<file path="config.mk">
export PLATFORM = sky130hd
export DESIGN_NAME = pc_fetch_unit
export DESIGN_NICKNAME = d
export VERILOG_FILES = /design/src/rtl/pc_fetch_unit.sv
export SDC_FILE = /design/constraint.sdc
export NUM_CORES = 1
export LEC_CHECK = 0
export CAP_MARGIN = 15
export CORE_MARGIN = 5
export CORE_UTILIZATION = 40
export DETAILED_ROUTE_END_ITERATION = 6
export PLACE_DENSITY = 0.74
export SYNTH_ARGS = -nofsm -noshare
export SYNTH_HDL_FRONTEND = slang
export SYNTH_SLANG_ARGS = --single-unit
export TNS_END_PERCENT = 30
</file>
<file path="constraint.sdc">
create_clock -name clk -period 3.55 [get_ports clk]
set_input_delay 0.355 -clock clk [delete_from_list [all_inputs] [get_ports clk]]
set_output_delay 0.355 -clock clk [all_outputs]
set_load 0.01 [all_outputs]
</file>
<file path="src/rtl/pc_fetch_unit.sv">
// -----------------------------------------------------------------------------
// pc_fetch_unit
//
// Instruction-fetch front end for a MIPS-style pipeline. Holds the program
// counter, drives the ROM byte address, selects the next PC and captures the
// ROM word into the IF/ID pipeline register. The hazard unit can stall it or
// redirect it with a branch or jump.
//
// Optional build macro: PC_FETCH_ADDR_FAULT_EN
//   When defined, every next-PC value is range and alignment checked against
//   the ROM window [RESET_PC, RESET_PC + 4*MEMORY_DEPTH). A bad address
//   freezes the unit in HALT with a sticky Fault_o until reset.
//   When undefined, Fault_o is tied low and HALT does not exist.
//
// Ports:
//   clk                 in   system clock, rising edge
//   reset               in   asynchronous active-high reset
//   Stall_i             in   hold PC and IF/ID
//   Branch_i            in   taken-branch redirect (resolved in ID)
//   BranchTarget_i      in   branch target byte address
//   Jump_i              in   J/JAL redirect (resolved in ID)
//   JumpIndex_i         in   instr[25:0] of the jump
//   Instruction_i       in   ROM word at PC_o (combinational ROM)
//   PC_o                out  current PC, ROM byte address
//   IFID_Instruction_o  out  registered instruction
//   IFID_PCPlus4_o      out  registered PC+4 of that instruction
//   IFID_Valid_o        out  IF/ID holds a real instruction
//   Fault_o             out  sticky fetch-address fault
// -----------------------------------------------------------------------------
module pc_fetch_unit #(
  parameter int                    DATA_WIDTH   = 32,
  parameter logic [DATA_WIDTH-1:0] RESET_PC     = 32'h0040_0000,
  parameter int                    MEMORY_DEPTH = 64
) (
  input  logic                  clk,
  input  logic                  reset,
  input  logic                  Stall_i,
  input  logic                  Branch_i,
  input  logic [DATA_WIDTH-1:0] BranchTarget_i,
  input  logic                  Jump_i,
  input  logic [25:0]           JumpIndex_i,
  input  logic [DATA_WIDTH-1:0] Instruction_i,
  output logic [DATA_WIDTH-1:0] PC_o,
  output logic [DATA_WIDTH-1:0] IFID_Instruction_o,
  output logic [DATA_WIDTH-1:0] IFID_PCPlus4_o,
  output logic                  IFID_Valid_o,
  output logic                  Fault_o
);

  typedef enum logic [1:0] {
    S_BOOT = 2'd0,
    S_RUN  = 2'd1
`ifdef PC_FETCH_ADDR_FAULT_EN
    ,
    S_HALT = 2'd2
`endif
  } state_t;

  state_t                state_q;
  logic [DATA_WIDTH-1:0] pc_q;
  logic [DATA_WIDTH-1:0] ifid_instr_q;
  logic [DATA_WIDTH-1:0] ifid_pcplus4_q;
  logic                  ifid_valid_q;

  logic [DATA_WIDTH-1:0] pc_plus4;
  logic [DATA_WIDTH-1:0] jump_target;
  logic [DATA_WIDTH-1:0] pc_d;
  logic                  redirect;

  // Next-PC selection: jump beats branch beats stall beats sequential.
  // The jump keeps the upper nibble of the jump instruction's own PC+4,
  // which is what sits in IF/ID while the jump is resolved in ID.
  always_comb begin
    pc_plus4    = pc_q + DATA_WIDTH'(4);
    jump_target = {ifid_pcplus4_q[DATA_WIDTH-1:28], JumpIndex_i, 2'b00};
    redirect    = Jump_i | Branch_i;
    if (Jump_i) begin
      pc_d = jump_target;
    end else if (Branch_i) begin
      pc_d = BranchTarget_i;
    end else if (Stall_i) begin
      pc_d = pc_q;
    end else begin
      pc_d = pc_plus4;
    end
  end

`ifdef PC_FETCH_ADDR_FAULT_EN
  // Window limit computed one bit wider so a window touching the top of
  // the address space does not wrap.
  localparam logic [DATA_WIDTH:0] PC_LIMIT =
    {1'b0, RESET_PC} + (DATA_WIDTH+1)'(4 * MEMORY_DEPTH);

  logic fault_q;
  logic addr_fault;

  always_comb begin
    addr_fault = (pc_d[1:0] != 2'b00)
              || ({1'b0, pc_d} < {1'b0, RESET_PC})
              || ({1'b0, pc_d} >= PC_LIMIT);
  end

  assign Fault_o = fault_q;
`else
  assign Fault_o = 1'b0;
`endif

  always_ff @(posedge clk or posedge reset) begin
    if (reset) begin
      state_q        <= S_BOOT;
      pc_q           <= RESET_PC;
      ifid_instr_q   <= '0;
      ifid_pcplus4_q <= '0;
      ifid_valid_q   <= 1'b0;
`ifdef PC_FETCH_ADDR_FAULT_EN
      fault_q        <= 1'b0;
`endif
    end else begin
      case (state_q)
`ifdef PC_FETCH_ADDR_FAULT_EN
        // Frozen until reset; all requests are ignored.
        S_HALT: begin
          state_q <= S_HALT;
        end
`endif
        default: begin
`ifdef PC_FETCH_ADDR_FAULT_EN
          if (addr_fault) begin
            // Keep the last good PC so the offending fetch is never issued.
            fault_q        <= 1'b1;
            ifid_instr_q   <= '0;
            ifid_pcplus4_q <= '0;
            ifid_valid_q   <= 1'b0;
            state_q        <= S_HALT;
          end else
`endif
          begin
            pc_q <= pc_d;
            if (redirect) begin
              // No delay slot: the wrong-path fetch is squashed even when
              // the pipeline is stalled.
              ifid_instr_q   <= '0;
              ifid_pcplus4_q <= '0;
              ifid_valid_q   <= 1'b0;
              state_q        <= S_RUN;
            end else if (Stall_i) begin
              // IF/ID holds; a stall during BOOT stays in BOOT.
              state_q <= state_q;
            end else begin
              ifid_instr_q   <= Instruction_i;
              ifid_pcplus4_q <= pc_plus4;
              ifid_valid_q   <= 1'b1;
              state_q        <= S_RUN;
            end
          end
        end
      endcase
    end
  end

  assign PC_o               = pc_q;
  assign IFID_Instruction_o = ifid_instr_q;
  assign IFID_PCPlus4_o     = ifid_pcplus4_q;
  assign IFID_Valid_o       = ifid_valid_q;

endmodule

</file>
; After elaboration in Yosys (flattened, before gate mapping)
; Index checks and enable logic that the tools add are counted.
[totals]
latch_bits = 0
n_memories = 0
regBits = 97
ram_bits = 0
inputBits = 95
word_cells = 16
mem_bits_ro = 0
[classes]
n_addsub = 1
n_bitwise = 1
n_lt_le_gt_ge = 0
n_reduce_logical = 0
shifts = 0
mul = 0
mux = 8
eq_ne = 2
n_div = 0
[op_table]
columns = cell, n
row1 = $mux 32, 6
row2 = $add 32x3->32 const B, 1
row3 = $ne 3x1->1 const B, 1
row4 = $mux 1, 2
row5 = $ne 2x1->1 const B, 1
row6 = $or 1x1->1, 1

; Depth between registers and ports, before layout
; Gate-level depths: netlist of the first run.
[logic_depth]
ltp_word = 4
mapped_depth = 7
mapped_depth_nobuf = 6

; Worst setup path before layout of the first run
; No wires, ideal clock.
[synth_timing]
kind = register to register
start = register pc_q[2] (netlist: PC_o[2])
end = register pc_q[28] (netlist: PC_o[28])
path_buffers = 1
arrival_time_ns = 1.812
synth_period_minus_slack_ns = 1.933
setup_time_ns = 0.121
slack_ns = 1.617
stages_incl_launch_ff = 8
path_cell_list = dfrtp_1 ha_1 and3_1 buf_2 nand3_1 nor4b_2 a21oi_1 o22a_1
[synth_via]
elab_chain_cells = 4
[synth_lines]
columns = element, line
row1 = start: declaration, 60  ; logic [DATA_WIDTH-1:0] pc_q;
row2 = start signal: assignment, 138  ; pc_q <= pc_d;
row3 = $add 32x3->32, 74  ; pc_plus4 = pc_q + DATA_WIDTH'(4);
row4 = $mux 32, 81  ; end else if (Stall_i) begin
row5 = $mux 32, 79  ; end else if (Branch_i) begin
row6 = $mux 32, 77  ; if (Jump_i) begin
; Every way passes these cells. The select of a mux whose other input is x is not followed.
; A chain may end at the register's enable or synchronous reset.

; Final worst setup path of the first run
[layout_timing]
start = input Branch_i
end = register pc_q[6] (netlist: PC_o[6])
[layout_via]
elab_chain_cells = 2
elab_cells_between_ends = 3
[layout_lines]
columns = element, line
row1 = start: declaration, 38  ; input logic Branch_i,
row2 = $mux 32, 79
row3 = $mux 32, 77
; Parallel ways exist; a longest one is shown, timed or not.

==> metrics.md, run 1 <==
| Metric | Value |
|---|---|
| Status | finished, violations left |
| Violated checks | design-rule violations |
| Net Sw Power | 0.0007908 W |
| Switching power as a share of total power | 27.93% |
| Crit path DAT | 2.57 ns |
| Via count of the routed design | 4885 |
| Global-route wire length before repair | 26400 µm |
| Critical Setup Path Class | in -> reg |
| Total GRT Usage | 21.01% |
| Later-pin clock latency in the skew report | roughly 0.35 ns |
| Netlist Area Pre-Place | 5285 µm² |
| Share of the yosys chip area belonging to registers | ~46% |
| Number of pins exceeding their max-slew limit in the final report | 0 |
| Initial DRT Pass Iterations | 7 |
| Ant diodes | 0 |
| Pin count of the biggest net entering global routing | 87 |
| Synth area leader | sky130_fd_sc_hd__dfrtp_1 |
| Top cell types by occurrence after synthesis | 96 x sky130_fd_sc_hd__dfrtp_1, 78 x sky130_fd_sc_hd__a21oi_1, 61 x sky130_fd_sc_hd__nor2_1 |
| Combinational share of power | 22.0% |
| Cells along the critical path | clkdlybuf4s50_1, nor2b_1, a22oi_1, a21oi_1, nor2_1, a21oi_1 |
| DRC marker count from the first detailed-route iteration | between 300 and 400 |
| Worst min-delay path category | in -> async |
| Most repeated cell in the gate-level netlist after synthesis | sky130_fd_sc_hd__dfrtp_1 |
| Routed Antenna Nets | 0 |
| Count of flip-flops with a built-in enable after synthesis | 0 |
| Initial antenna violation count | 0 |
| Clk pwr share | approximately 33% |
| Core Rows | between 40 and 50 |
| Share of cells above drive strength 1 | 6.190% |
| Final-stage net count | 821 |
| Worst hold slack | 0.2833 ns |
| Ratio of total power to cell area | about 370 nW/µm² |
| Worst supply voltage drop on vdd | 0.2263 mV |
| Final wirelength | between 15000 and 20000 µm |
| Vertical die dimension | 124.9 µm |
| Area grow syn2layout | 43.21% |
| CP max-delay cell | sky130_fd_sc_hd__clkdlybuf4s50_1 |
| RSZ-0062 raised after global routing | no |
| Flip-flop and latch count after synthesis | just under 100 |
| Deepest clock path buffer count | 2 |
| Vias in the first global route | between 4000 and 5000 |
| Cells taking the most area after synthesis | sky130_fd_sc_hd__dfrtp_1 45%, sky130_fd_sc_hd__a21oi_1 7.4%, sky130_fd_sc_hd__mux2i_1 7.4% |
| Standard cell core area | 13090 µm² |
| Total Die Area | 15610 µm² |
| Starting utilization of the core area | 40.39% |
| Final period demand of the worst path | 2.295 ns |
| Number of buffers added to fix hold violations after cts | 0 |
| Instance area after placement | 7271 µm² |
| Final TNS setup | 0 ns |
| Maximum cell stage delay along the critical path | slightly above 0.8 ns |
| Worst slew slack as a fraction of its limit | 40.77% |
| Cell variety after synth | 54 |
| Detailed-route DRC error count | 12 |
| Data required time at the worst endpoint | 3.83 ns |
| Clock slew at the register clock pins of the worst setup and hold paths | 0.06 ns |
| Max-Cap Viols | 0 |
| Critical path's most frequent cell | sky130_fd_sc_hd__a21oi_1 |
| Mapped Avg Cell Area | 9.455 µm² |
| Count of input and output buffers | 191 |
| Setup crit end kind | register |
| Final hold viol count | 0 |
| Leak Pwr | 3.215 nW |
| Routed via count divided by cell count | about 5.4 |
| Post-route fraction of the period consumed by the critical path | 64.66% |
| CP Max Fanout | 16 |
| Detail-routed net length per standard cell | 18.24 µm |
| Async set or reset register ratio after synthesis | 100.0% |
| Clock tree from TritonCTS | built |
| Leading register cell type out of synthesis | sky130_fd_sc_hd__dfrtp_1 |
| Cell count after synthesis | 559 |
| Overall overflow remaining after global route | 0 |
| Post-CTS Setup Bufs | 0 |
| Transition time at the pin with the least slew margin | 0.8817 ns |
| Register share of total power | 45.3% |
| Top cell type's share of synthesized area | 45.45% |
| Internal | 0.002041 W |
| Sink Count | 97 |
| Design area | 7569 µm² |
| Yosys warning count | 0 |
| Setup clock skew after layout | about 0.0083 ns |
| Width of the die | ~120 µm |
| Max Freq | between 400 and 500 MHz |
| Startpoint type of the worst setup path | input port |
| Number of gates given a new drive strength after cts | 0 |
| Post-detail-place hpwl | approximately 12000 µm |
| Post-Syn Nets | 655 |
| Root Buffer | sky130_fd_sc_hd__clkbuf_16 |
| Total of endpoints with negative setup slack in the final report | 0 |
| Final weighted congestion in routability-driven placement | between 0.8 and 0.9 |
| I/O pin cnt | approximately 190 |
| Number of levels in the clock H-tree | 3 |
| Num CTS Buffers | 9 |
worst paths after layout:
path	startpoint	endpoint	slack, ns	cells past startpoint
worst max-delay path	Branch_i	PC_o[6]$_DFFE_PP0P_	1.25	6
worst min-delay path	reset	IFID_Instruction_o[26]$_DFFE_PP0P_	0.28	2
worst max register to register	PC_o[4]$_DFFE_PP0P_	IFID_PCPlus4_o[17]$_DFFE_PP0P_	1.32	5
worst min register to register	IFID_Valid_o$_DFFE_PP0P_	IFID_Valid_o$_DFFE_PP0P_	0.49	1
max in group asynchronous	reset	IFID_Instruction_o[31]$_DFFE_PP0P_	2.44	4
min in group clk	Stall_i	IFID_PCPlus4_o[7]$_DFFE_PP0P_	0.41	3
kinds of logic after synthesis:
logic type / count (synthesis) / synth area share, %
XOR/XNOR: 27 / 4.474
AO/OA/AOI/OAI: 173 / 19.70
other: 1 / 0.07095
adder cells (fa/ha/maj): 1 / 0.2367
buffers and inverters: 52 / 4.380
flip-flops: 97 / 45.95
multiplexers: 41 / 7.883
AND/OR/NAND/NOR: 167 / 17.31
worst max-delay path: cells and delay by family:
kind | cells | cell delay, ns
buffers and inverters | 1 | 0.82
and+or+nand+nor | 2 | 0.75
AOI/OAI and AO/OA | 3 | 0.63
power by group through the flow:
stage / registers (W) / clock network [W] / logic, W
final: 0.00128 / 0.000926 / 0.000624
after global routing: 0.00130 / 0.000993 / 0.000678
after CTS: 0.00128 / 0.000945 / 0.000624
after detailed placement: 0.00130 / 0 / 0.000621
after global placement: 0.00129 / 0 / 0.000613
after floorplan: 0.00130 / 0 / 0.000294
cell type report:
cell class	instances	area, µm²
multi-input cells	410	2628
clock buffers	13	270.3
well taps	176	220.2
fillers	1127	5517
flip-flops and latches	97	2429
repair buffers	201	1997
inverters	6	25.02
registers in the layout, indices dropped and copies added, names as in the netlist:
signal	flops
PC_o	32
IFID_Instruction_o	32
IFID_Valid_o	1
IFID_PCPlus4_o	32
through the flow:
step	worst slack [ns]	utilization (%)	power, W	std cells
3_3_place_gp	0.9733	55.57	0.001908	889
4_1_cts	1.296	57.63	0.002851	902
2_1_floorplan	0.6629	-	0.001591	559
3_5_place_dp	0.9366	55.57	0.001922	889
6_report	1.255	57.84	0.002832	903
5_1_grt	1.093	57.84	0.002967	903
layout by cell type, fill, tap and decap left out, drive strengths merged, types with 2 or more instances in the layout:
master / netlist / final
clkdlybuf4s50: 0 / 189
dfrtp: 96 / 96
a21oi: 78 / 78
nor2: 61 / 61
mux2i: 39 / 39
o21ai: 38 / 38
nand2: 36 / 36
nand3: 16 / 16
xnor2: 15 / 15
o21a: 13 / 13
clkbuf: 24 / 13
xor2: 12 / 12
buf: 22 / 12
nand4: 11 / 11
nor3: 11 / 11
o22a: 10 / 10
and3: 8 / 8
inv: 6 / 6
a211oi: 5 / 5
a22oi: 5 / 5
a2bb2oi: 5 / 5
and4: 4 / 4
nor4: 4 / 4
nand2b: 4 / 4
a41o: 4 / 4
and2: 3 / 3
nor2b: 3 / 3
a22o: 3 / 3
o31ai: 2 / 2
a31oi: 2 / 2
nor3b: 2 / 2
o22ai: 2 / 2
or3: 2 / 2
mux2: 2 / 2
metal layers:
layer	track usage, %	up-vias	part of all wire (%)
li1	-	2330	-
met1	26.24	2288	41
met2	33.14	231	46
met3	6.738	36	8.9
met4	10.08	0	3.3
met5	0	-	0
Power figures use the tool's default switching activity.
==> run 2, diff against run 1 <==
Clock period 3.55 ns to 2.2 ns, I/O delays scaled along.
==> run 2 against run 1 <==
Against the previous run: the run now ends clean; sequential share of layout area down 1.1 points; clock power up 110%; final cell count up 2.7%; critical path depth up 1; clock-buffer cell count down 3; non-clock buffer count up 21; die area unchanged; largest cell class unchanged; register-to-register slack worse by 1.2 ns; sequential cell count unchanged; routed wire length up 4.0%; utilization up 2.0 points; global-route usage up 1.0 points.
==> metrics.md, run 2 (synthesized netlist as in run 1, its figures left out) <==
| Metric | Value |
|---|---|
| Ratio of total power to cell area | 644.1 nW/µm² |
| Post-layout power | 0.005046 W |
| Overall overflow remaining after global route | 0 |
| Ant diodes | 0 |
| Total Die Area | between 15000 and 20000 µm² |
| Transition time at the pin with the least slew margin | ~0.68 ns |
| Detailed-route DRC error count | 0 |
| Final wirelength | 17120 µm |
| Cells along the critical path | ha_2, and3_1, nand3_1, nor4b_4, buf_4, xnor2_1, a21oi_1 |
| DRC marker count from the first detailed-route iteration | approximately 410 |
| Post-route fraction of the period consumed by the critical path | 93.92% |
| Internal | 0.003707 W |
| Worst supply voltage drop on vdd | 0.3912 mV |
| Final hold viol count | 0 |
| Clock slew at the register clock pins of the worst setup and hold paths | 0.07 ns |
| Startpoint type of the worst setup path | register |
| Number of buffers added to fix hold violations after cts | 0 |
| Area grow syn2layout | 48.22% |
| Clock tree from TritonCTS | built |
| Most common library cell in the layout ignoring fill and taps | sky130_fd_sc_hd__clkdlybuf4s50_1 |
| Deepest clock path buffer count | 2 |
| Final TNS setup | 0 ns |
| Total of endpoints with negative setup slack in the final report | 0 |
| Clk pwr share | a little under two fifths |
| Final period demand of the worst path | 2.066 ns |
| Maximum cell stage delay along the critical path | 0.44 ns |
| Routed Antenna Nets | 0 |
| Total instance count after detailed placement | 910 |
| Count of input and output buffers | 191 |
| Core Rows | between 40 and 50 |
| Vertical die dimension | 124.9 µm |
| Worst hold slack | 0.2718 ns |
| Leak Pwr | 3.377 nW |
| Number of levels in the clock H-tree | 3 |
| Most crowded layer after global routing | met2 |
| Initial antenna violation count | 0 |
| Number of pins exceeding their max-slew limit in the final report | 0 |
| Worst min-delay path category | in -> reg |
| Max-Cap Viols | 0 |
| Worst slew slack as a fraction of its limit | between 50% and 60% |
| Num CTS Buffers | 9 |
| I/O pin cnt | 193 |
| Later-pin clock latency in the skew report | 0.35 ns |
| Sink Count | 97 |
| Post-detail-place hpwl | 12560 µm |
| Combined flip-flop and latch cell area | around 2400 µm² |
| Net Sw Power | around 0.0013 W |
| Sum of buffers and inverters on the critical path | 1 |
| CP max-delay cell | sky130_fd_sc_hd__dfrtp_1 |
| Vias in the first global route | 5163 |
| Setup crit end kind | register |
| Final-stage net count | 842 |
| Combinational share of power | 21.4% |
| Non-filler instance count after layout | 927 |
| Routed via count divided by cell count | between 5 and 6 |
| Final weighted congestion in routability-driven placement | 0.8382 |
| Met3 GRT Util | ~8% |
| Max Freq | 484.0 MHz |
| Root Buffer | sky130_fd_sc_hd__clkbuf_16 |
| Global-route wire length before repair | 27810 µm |
| Setup clock skew after layout | 0.007160 ns |
| Critical Setup Path Class | reg -> reg |
| Fillers | about 1100 |
| Multi-input gate area | 2639 µm² |
| CP Max Fanout | 6 |
| Width of the die | around 120 µm |
| Share of cells above drive strength 1 | 9.454% |
| Data required time at the worst endpoint | 2.43 ns |
| Initial DRT Pass Iterations | 5 |
| Pin count of the biggest net entering global routing | just under 100 |
| Kind of cell adding the most delay to the critical path | simple AND/OR/NAND/NOR gates |
| Standard cell core area | 13090 µm² |
| Commonest cells after routing, fill and taps aside | 189 x sky130_fd_sc_hd__clkdlybuf4s50_1, 95 x sky130_fd_sc_hd__dfrtp_1, 78 x sky130_fd_sc_hd__a21oi_1 |
| Via count of the routed design | 5040 |
| Starting utilization of the core area | approximately two fifths |
| Global-route track usage on met1 | 26.83% |
| Crit path DAT | 2.29 ns |
| Detail-routed net length per standard cell | ~18 µm |
| Switching power as a share of total power | 26.54% |
| Met2 global-route usage | 35.62% |
| Register share of total power | 40.5% |
| Status | finished, final reports clean |
| Total GRT Usage | 22.03% |
==> run 2: cell count changes in the layout (fill, tap and decap cells not counted), moves of 2 or more <==
cell | before | now
sky130_fd_sc_hd__buf_12 | 0 | 2
sky130_fd_sc_hd__bufinv_16 | 0 | 4
sky130_fd_sc_hd__clkinv_2 | 0 | 2
sky130_fd_sc_hd__clkbuf_8 | 3 | 0
sky130_fd_sc_hd__buf_4 | 9 | 29
==> run 2: layer usage <==
metal | part of all wire, % | vias up | wire length [µm]
met2 | 47 | 245 | 8044
met5 | 0 | - | 0
met3 | 9.7 | 35 | 1660
met1 | 40 | 2399 | 6849
met4 | 3.3 | 0 | 569
li1 | - | 2361 | -
==> run 2: cell type report <==
class	count	area share (%)
clock buffers	10	2.923
clock inverters	6	1.661
inverters	6	0.3354
multi-input cells	410	33.68
flip-flops and latches	97	31.02
well taps	176	2.811
repair buffers	222	27.57
==> run 2: final timing paths <==
check | from | endpoint | slack, ns | cells after the start
max in group asynchronous | reset | PC_o[2]$_DFFE_PP0P_ | 1.39 | 3
min in group asynchronous | reset | IFID_PCPlus4_o[14]$_DFFE_PP0P_ | 0.36 | 3
worst max register to register | PC_o[3]$_DFFE_PP0P_ | IFID_PCPlus4_o[28]$_DFFE_PP0P_ | 0.13 | 7
worst min-delay path | Stall_i | IFID_PCPlus4_o[26]$_DFFE_PP0P_ | 0.27 | 3
worst max-delay path | PC_o[3]$_DFFE_PP0P_ | IFID_PCPlus4_o[28]$_DFFE_PP0P_ | 0.13 | 7
worst min register to register | IFID_Valid_o$_DFFE_PP0P_ | IFID_Valid_o$_DFFE_PP0P_ | 0.49 | 1
==> run 2: power groups by stage <==
stage	registers (W)	logic [W]	clock network, W
after global placement	0.00207	0.00107	0
after detailed placement	0.00207	0.00109	0
final	0.00204	0.00108	0.00192
after global routing	0.00206	0.00118	0.00203
after CTS	0.00204	0.00109	0.00195
after floorplan	0.00209	0.000474	0
==> run 2: per-stage QoR <==
step / util (%) / worst slack [ns] / area [µm²]
after floorplan: - / 0.2673 / 5289
after global routing: 59.87 / -0.003636 / 7834
after global placement: 56.97 / 0.2117 / 7455
final: 59.87 / 0.1338 / 7834
after detailed placement: 56.97 / 0.05803 / 7455
after CTS: 59.72 / 0.04411 / 7814
==> run 2: timing repair <==
| action | 4_1_cts | 5_1_grt |
|---|---|---|
| gates resized for setup | 0 | 3 |
| setup buffers | 0 | 1 |
| endpoints found under the setup margin | 0 | 4 |
==> run 2: worst reg2reg max path, delay by kind of cell, from the launching register on <==
family,cells,cell delay (ns)
and+or+nand+nor,3,0.89
DFF,1,0.44
xor gates and xnor gates,1,0.11
AOI/OAI and AO/OA,1,0.08
adders and majority gates,1,0.27
buffers and inverters,1,0.17
==> run 3, diff against run 2 <==
--- a/config.mk
+++ b/config.mk
@@ -12,2 +12,3 @@
 export PLACE_DENSITY = 0.74
+export RECOVER_POWER = 25
 export SYNTH_ARGS = -nofsm -noshare
--- a/constraint.sdc
+++ b/constraint.sdc
@@ -3,2 +3,2 @@
 set_output_delay 0.22 -clock clk [all_outputs]
-set_load 0.01 [all_outputs]
+set_load 0.1 [all_outputs]
==> run 3 against run 2 <==
Against the previous run: the run now ends with max-capacitance violations, max-slew violations left; sequential cell count is the same; sequential share of layout area grew 1.3 points; die area is the same; cell area shrank 4.1%; via count grew 0.69%; utilization shrank 2.4 points.
==> metrics.md, run 3 (synthesized netlist as in run 1, its figures left out) <==
| Metric | Value |
|---|---|
| RSZ-0062 raised after global routing | no |
| Ant diodes | 0 |
| Final hold viol count | 0 |
| Starting utilization of the core area | 40.39% |
| Detail-routed net length per standard cell | 18.55 µm |
| Status | finished, violations left |
| Final weighted congestion in routability-driven placement | slightly below 0.9 |
| Vias in the first global route | 5295 |
| Overall overflow remaining after global route | 0 |
| Ratio of total power to cell area | approximately 730 nW/µm² |
| Total GRT Usage | 21.85% |
| Post-detail-place hpwl | 12700 µm |
| Fillers | 1150 |
| Violated checks | max-capacitance violations, max-slew violations |
| Total Die Area | around 16000 µm² |
| Leak Pwr | 3.498 nW |
| Pin count of the biggest net entering global routing | 63 |
| Number of levels in the clock H-tree | 3 |
| Worst slew slack as a fraction of its limit | -0.006491% |
| Width of the die | 124.9 µm |
| Final period demand of the worst path | 2.054 ns |
| Clock tree from TritonCTS | built |
| Routed via count divided by cell count | 5.469 |
| Commonest cells after routing, fill and taps aside | 127 x sky130_fd_sc_hd__buf_4, 96 x sky130_fd_sc_hd__dfrtp_1, 91 x sky130_fd_sc_hd__clkdlybuf4s50_1 |
| Most common library cell in the layout ignoring fill and taps | sky130_fd_sc_hd__buf_4 |
| Worst hold slack | 0.2684 ns |
| DRC marker count from the first detailed-route iteration | just under 300 |
| Later-pin clock latency in the skew report | around 0.35 ns |
| Via count of the routed design | 5075 |
| Clock slew at the register clock pins of the worst setup and hold paths | approximately 0.070 ns |
| Number of buffers added to fix hold violations after cts | 0 |
| Final-stage net count | roughly 840 |
| Area grow syn2layout | 42.21% |
| Startpoint type of the worst setup path | register |
| Final TNS setup | 0 ns |
| Root Buffer | sky130_fd_sc_hd__clkbuf_16 |
| Core Rows | 42 |
| Detailed-route DRC error count | 0 |
| Final wirelength | ~17000 µm |
| Initial DRT Pass Iterations | 5 |
| CP Max Fanout | 10 |
| Final core utilization | 57.44% |
| Count of input and output buffers | 191 |
| Routed Antenna Nets | 0 |
| Standard cell core area | 13090 µm² |
| Setup crit end kind | register |
| Worst min-delay path category | in -> reg |
| Crit path DAT | ~2.3 ns |
| Worst supply voltage drop on vdd | 0.3208 mV |
| Number of pins exceeding their max-slew limit in the final report | 8 |
| Critical Setup Path Class | reg -> reg |
| Global-route wire length before repair | 27740 µm |
| Share of cells above drive strength 1 | between 20% and 30% |
| Transition time at the pin with the least slew margin | about 1.5 ns |
| Post-route fraction of the period consumed by the critical path | 93.36% |
| Initial antenna violation count | 0 |
| Setup clock skew after layout | ~0.0056 ns |
| Data required time at the worst endpoint | 2.43 ns |
| Total of endpoints with negative setup slack in the final report | 0 |
| Max Freq | 486.9 MHz |
| Vertical die dimension | 124.9 µm |
| Num CTS Buffers | 9 |
| I/O pin cnt | 193 |
| Deepest clock path buffer count | 2 |
| Sink Count | 97 |
| Max-Cap Viols | 1 |
-- run 3: final timing paths --
| kind | start | end | slack, ns | cells after the start |
|---|---|---|---|---|
| setup reg to reg | PC_o[13]$_DFFE_PP0P_ | PC_o[25]$_DFFE_PP0P_ | 0.15 | 6 |
| hold reg to reg | IFID_Valid_o$_DFFE_PP0P_ | IFID_Valid_o$_DFFE_PP0P_ | 0.49 | 1 |
| max in group asynchronous | reset | PC_o[1]$_DFFE_PP0P_ | 0.42 | 3 |
| hold / removal | Jump_i | PC_o[0]$_DFFE_PP0P_ | 0.27 | 2 |
| setup / recovery | PC_o[13]$_DFFE_PP0P_ | PC_o[25]$_DFFE_PP0P_ | 0.15 | 6 |
| min in group asynchronous | reset | IFID_PCPlus4_o[10]$_DFFE_PP0P_ | 0.68 | 3 |
-- run 3: cell type report --
class	count	area, µm²	area share (%)
clock buffer	9	225.2	2.997
clock inverter	7	77.57	1.032
inverter	6	26.28	0.3496
multi-input combinational	410	2644	35.18
sequential	97	2429	32.31
tap	176	220.2	2.930
timing repair buffer	223	1894	25.20
-- run 3: metrics by stage --
step                      cell area (µm²)  power (W)  std cells  setup slack [ns]
after floorplan                      5289   0.003355        559           -0.4024
after global placement               7214   0.003893        912            0.2431
after detailed placement             7214   0.003917        912            0.1170
after CTS                            7517   0.005559        928            0.1011
after global routing                 7516   0.005715        928           0.02617
final                                7516   0.005504        928            0.1461
-- run 3: report_power, final --
group,internal [W],total (W),switching (W)
registers,0.00190,0.00205,0.000157
logic,0.000535,0.00183,0.00129
clock network,0.000890,0.00163,0.000736
-- run 3: metal layers --
| metal | GRT usage, % | share of wire [%] |
|---|---|---|
| met1 | 26.36 | 40 |
| met2 | 36.45 | 48 |
| met3 | 6.738 | 8.8 |
| met4 | 9.056 | 2.9 |
| met5 | 0 | 0 |
-- run 3: repair_timing --
action                     in CTS  in global routing
resized for setup               0                  3
setup endpoints to repair       0                  4
setup buffers                   0                  0
-- run 3: worst max-delay path: stages (launching register included) --
cell and delay, ns:
sky130_fd_sc_hd__dfrtp_1 0.45, sky130_fd_sc_hd__and3_4 0.27, sky130_fd_sc_hd__nand4_4 0.28, sky130_fd_sc_hd__buf_4 0.27
sky130_fd_sc_hd__nor4_4 0.31, sky130_fd_sc_hd__a31oi_1 0.12, sky130_fd_sc_hd__o22a_1 0.22
